## config.mk

```make
export PLATFORM = sky130hd
export DESIGN_NAME = uart_tx_arbiter
export DESIGN_NICKNAME = d
export VERILOG_FILES = /design/src/rtl/uart_tx_arbiter.sv
export SDC_FILE = /design/constraint.sdc
export NUM_CORES = 1
export LEC_CHECK = 0
export ABC_AREA = 1
export ABC_CLOCK_PERIOD_IN_PS = 2350
export BUFFER_PORTS_ARGS = -buffer_cell sky130_fd_sc_hd__buf_2
export CAP_MARGIN = 20
export CORE_ASPECT_RATIO = 1.1
export CORE_UTILIZATION = 35
export DETAILED_ROUTE_END_ITERATION = 7
export PLACE_DENSITY = 0.61
export SLEW_MARGIN = 30
export SYNTH_ARGS = -nofsm -noshare
export SYNTH_HDL_FRONTEND = slang
export SYNTH_SLANG_ARGS = --single-unit
```

## constraint.sdc

```tcl
create_clock -name i_clk -period 2.35 [get_ports i_clk]
set_clock_uncertainty 0.2 [all_clocks]
set_input_delay 0.1175 -clock i_clk [delete_from_list [all_inputs] [get_ports i_clk]]
set_output_delay 0.1175 -clock i_clk [all_outputs]
set_load 0.02 [all_outputs]
```

## src/rtl/uart_tx_arbiter.sv

```systemverilog
// Round-robin arbiter sharing one UART TX byte port between NUM_CH packet sources.
// Optional per-grant channel-ID header byte enabled by defining UART_ARB_CH_ID_EN.
module uart_tx_arbiter #(
    parameter int NUM_CH     = 4,
    parameter int DATA_WIDTH = 8,
    parameter int MAX_BURST  = 16
) (
    input  logic                         i_clk,
    input  logic                         i_rst,
    input  logic [NUM_CH*DATA_WIDTH-1:0] i_ch_data,
    input  logic [NUM_CH-1:0]            i_ch_valid,
    input  logic [NUM_CH-1:0]            i_ch_last,
    output logic [NUM_CH-1:0]            o_ch_ready,
    output logic [DATA_WIDTH-1:0]        o_tx_data,
    output logic                         o_tx_valid,
    input  logic                         i_tx_ready,
    output logic [NUM_CH-1:0]            o_grant,
    output logic                         o_busy
);

    localparam int IDX_W = (NUM_CH > 1) ? $clog2(NUM_CH) : 1;
    localparam int CNT_W = $clog2(MAX_BURST + 1);
    localparam logic [CNT_W-1:0] BURST_END = CNT_W'(MAX_BURST - 1);
    localparam logic [IDX_W-1:0] PTR_INIT  = IDX_W'(NUM_CH - 1);

`ifdef UART_ARB_CH_ID_EN
    typedef enum logic [1:0] {S_IDLE = 2'd0, S_ID = 2'd1, S_XFER = 2'd2} state_t;
`else
    typedef enum logic [1:0] {S_IDLE = 2'd0, S_XFER = 2'd2} state_t;
`endif

    state_t                  r_state;
    logic [IDX_W-1:0]        r_ptr;
    logic [IDX_W-1:0]        r_gIdx;
    logic [CNT_W-1:0]        r_burstCnt;

    logic [IDX_W-1:0]        w_selIdx;
    logic                    w_selFound;
    logic                    w_gValid;
    logic                    w_gLast;
    logic [DATA_WIDTH-1:0]   w_gData;
    logic                    w_stageFree;
    logic                    w_xferReady;
    logic                    w_chFire;
    logic                    w_pktEnd;

    // First requesting channel strictly after the last-served pointer, wrapping around.
    always_comb begin
        w_selIdx   = '0;
        w_selFound = 1'b0;
        for (int i = 1; i <= NUM_CH; i++) begin
            if (!w_selFound && i_ch_valid[(int'(r_ptr) + i) % NUM_CH]) begin
                w_selFound = 1'b1;
                w_selIdx   = IDX_W'((int'(r_ptr) + i) % NUM_CH);
            end
        end
    end

    assign w_gValid    = i_ch_valid[r_gIdx];
    assign w_gLast     = i_ch_last[r_gIdx];
    assign w_gData     = i_ch_data[r_gIdx*DATA_WIDTH +: DATA_WIDTH];
    assign w_stageFree = !o_tx_valid || i_tx_ready;
    assign w_xferReady = (r_state == S_XFER) && w_stageFree;
    assign w_chFire    = w_xferReady && w_gValid;
    assign w_pktEnd    = w_gLast || (r_burstCnt == BURST_END);

    assign o_ch_ready  = w_xferReady ? o_grant : '0;
    assign o_busy      = (r_state != S_IDLE) || o_tx_valid;

`ifdef UART_ARB_CH_ID_EN
    logic [DATA_WIDTH-1:0] w_hdr;
    assign w_hdr = DATA_WIDTH'({4'hA, 4'(r_gIdx)});
`endif

    // Grant FSM plus the one-entry output stage; a drain and a reload in the same
    // cycle keep o_tx_valid high so consecutive bytes have no bubble.
    always_ff @(posedge i_clk or posedge i_rst) begin
        if (i_rst) begin
            r_state    <= S_IDLE;
            r_ptr      <= PTR_INIT;
            r_gIdx     <= '0;
            r_burstCnt <= '0;
            o_grant    <= '0;
            o_tx_valid <= 1'b0;
            o_tx_data  <= '0;
        end else begin
            if (o_tx_valid && i_tx_ready) begin
                o_tx_valid <= 1'b0;
            end
            case (r_state)
                S_IDLE: begin
                    if (w_selFound) begin
                        o_grant    <= NUM_CH'(1) << w_selIdx;
                        r_gIdx     <= w_selIdx;
                        r_burstCnt <= '0;
`ifdef UART_ARB_CH_ID_EN
                        r_state    <= S_ID;
`else
                        r_state    <= S_XFER;
`endif
                    end
                end
`ifdef UART_ARB_CH_ID_EN
                S_ID: begin
                    if (w_stageFree) begin
                        o_tx_data  <= w_hdr;
                        o_tx_valid <= 1'b1;
                        r_state    <= S_XFER;
                    end
                end
`endif
                S_XFER: begin
                    if (w_chFire) begin
                        o_tx_data  <= w_gData;
                        o_tx_valid <= 1'b1;
                        r_burstCnt <= r_burstCnt + 1'b1;
                        if (w_pktEnd) begin
                            r_ptr   <= r_gIdx;
                            o_grant <= '0;
                            r_state <= S_IDLE;
                        end
                    end
                end
                default: r_state <= S_IDLE;
            endcase
        end
    end

endmodule

```

==> qor.txt <==
die width -> 65.3 µm
Cells after Synth -> 232
Post-Syn Nets -> 277
hold_sp -> i_ch_data[14]
Post-CTS Resized -> 0
vias in the first global route -> 1645
drt pass-1 iters -> 4
DR vias -> 1731
Post-Place Cells -> 342
Yosys cell types -> 26
crit-path max FO -> 9
Initial DRC Count -> 94
Total Wirelength -> 3.80 mm
most frequent cell after synthesis -> nand2_1
FFs w/ async S/R, synth -> 100%
CTS max path bufs -> 2
WS Path Type -> register to register
Max IR drop VDD -> 0.482 mV
IO Pins -> 61
CTS tree -> built
CTS root buffer -> clkbuf_8
mapped cell area -> 1540 µm²
Most used DFF post-synth -> dfrtp_1
starting density of the core -> 37.7%
Max Cap Violations -> 0
final setup fails -> 0
Yosys warning total -> 0
status -> finished with violations
vias per inst -> 4.82
Fin Hold WS -> -2.79 ps
pin count of the biggest net entering global routing -> 24
Cell Chain, Critical Path -> buf_4, clkinv_1, buf_4, nor2_1, o21ai_0, a31oi_1, dlygate4sd3_1
number of buffers created by CTS -> 3
Top delay family on crit path -> buffers and inverters
Clk Latency, worst-skew pair -> 260 ps
WP data required -> 2360 ps
Pwr Density -> 1250 nW/µm²
Top cell by count, worst path -> buf_4
Lkg Pwr -> 1.08 nW
area leader, netlist -> dfrtp_1
Mean Syn Cell Area -> 6.64 µm²
R2R depth -> 7
Setup crit start kind -> register
HPWL after DPL -> 2.88 mm
global placer's final weighted congestion -> 0.849
die area -> 4670 µm²
Area growth syn-to-layout -> 34.4%
post-route clock period utilization -> 89.6%
number of diodes -> 0
final worst path period need -> 2100 ps
top post-synthesis cells by area -> dfrtp_1 34%, nand2_1 15%, nor2_1 13%
Hold Path Sink -> o_tx_data[6]
fmax -> 0.475 GHz
RR Endpoint -> o_tx_data[3]
worst hold path class -> input port to register
Clk pin slew, worst setup/hold paths -> 80 ps
failing checks -> negative hold slack
core box area -> 4080 µm²
worst relative slew slack -> 73.3%
element type at the critical path end -> register
Final Hold Vio Count -> 2
initial antenna violation count -> 0
Least-Margin Pin Slew -> 401 ps
GRT overflow -> 0
top cells by count, synth -> 62 x nand2_1, 52 x nor2_1, 25 x o21ai_0
Slew Viols, Final -> 0
H-tree level count -> 1
I/O Buffers -> 60
die height -> 71.6 µm
DR DRC count -> 0
Cell Rows -> 24
R2R Path Start -> r_gIdx[1]
total clock sinks -> 23
WP buf/inv -> 4
number of synthesized flops with an enable pin -> 0
GRT Overall Usage -> 18.6%
Synth Register Bits -> 23
Final Util -> 50.7%
hold depth -> 3
Setup TNS -> 0 ps
WP data arrival -> 2110 ps
share of layout cells above drive strength 1 -> 27.0%
RSZ-0062 raised after global routing -> no
Routed wire per std cell -> 10.6 µm
NumNets Final -> 353
Largest stage delay, worst path -> 560 ps
DRT antenna net count -> 0
sequential area share after synthesis -> 37.5%
slowest CP cell -> dlygate4sd3_1
top cell type's share of synthesized area -> 34.1%
R2R Setup Slk -> 250 ps
fin cells -> 359
first-pass GRT wire length -> 6.89 mm
metal layers:
layer | up-vias | global-route usage (%) | share of wire, %
met3 | 5 | 2.71 | 5.4
met4 | 0 | 5.80 | 1.4
met1 | 780 | 22.9 | 46
met2 | 54 | 33.0 | 47
li1 | 892 | - | -
met5 | - | 0 | 0
what timing repair did:
item	4_1_cts	5_1_grt
endpoints found under the hold margin	30	0
setup buffers	0	0
hold buffers	13	0
tightest hold or removal path: cells and delay by family:
family                 cells  cell delay [ps]
buffers and inverters      1               70
AO/OA/AOI/OAI              2              220
through the flow:
| stage | setup WS (ps) | total power (W) | instance area (µm²) |
|---|---|---|---|
| after global routing | 80.1 | 0.00290 | 2070 |
| after detailed placement | 305 | 0.00233 | 1890 |
| after floorplan | 669 | 0.00193 | 1540 |
| after CTS | 257 | 0.00261 | 2070 |
| final | 245 | 0.00259 | 2070 |
| after global placement | 431 | 0.00232 | 1890 |
sequential cells by signal (all words and copies together) (netlist names):
name and count:
r_burstCnt 5, o_tx_data 8, r_gIdx 2, o_grant 4, r_state 1, o_tx_valid 1, r_ptr 2
kinds of logic (layout without fill, tap and decap cells):
family	after synthesis	after routing	share of synthesized area (%)
AO/OA/AOI/OAI	41	41	15.4
adder cells (fa/ha/maj)	2	2	1.62
buffers and inverters	30	105	9.26
flip-flops	23	23	37.5
AND/OR/NAND/NOR	136	136	36.1
area by class of cell:
| cell class | instances | area (µm²) |
|---|---|---|
| multi-input combinational | 179 | 820 |
| sequential | 23 | 578 |
| timing repair buffer | 80 | 483 |
| fill | 439 | 2010 |
| inverter | 21 | 78.8 |
| clock buffer | 4 | 45.0 |
| tap | 52 | 65.1 |
power by group:
group          switching (W)  internal [W]
Sequential          0.000148      0.000577
Combinational        0.00103      0.000596
Clock               0.000121      0.000121
Total                0.00130       0.00129
how the worst max path moves through the flow:
stage / startpoint / to / depth (start not counted)
2_1_floorplan: r_ptr[0] / r_burstCnt[3] / 11
3_3_place_gp: r_ptr[0] / o_grant[3] / 11
3_5_place_dp: r_ptr[0] / r_burstCnt[2] / 10
4_1_cts: r_gIdx[1] / o_tx_data[3] / 7
5_1_grt: r_ptr[0] / r_burstCnt[2] / 10
6_report: r_gIdx[1] / o_tx_data[3] / 7
placed cells by master (no fill, tap or decap), drive strengths merged, types with 2 or more instances in the layout:
cell type     n
dfrtp        21
nor2         53
o21ai        29
or2           3
buf          67
a21oi         2
a31oi         8
ha            2
nand3        14
dlygate4sd3  13
inv          20
clkbuf        4
nand2        65
dfstp         2
Note: power is estimated with default switching activity, not from simulation.
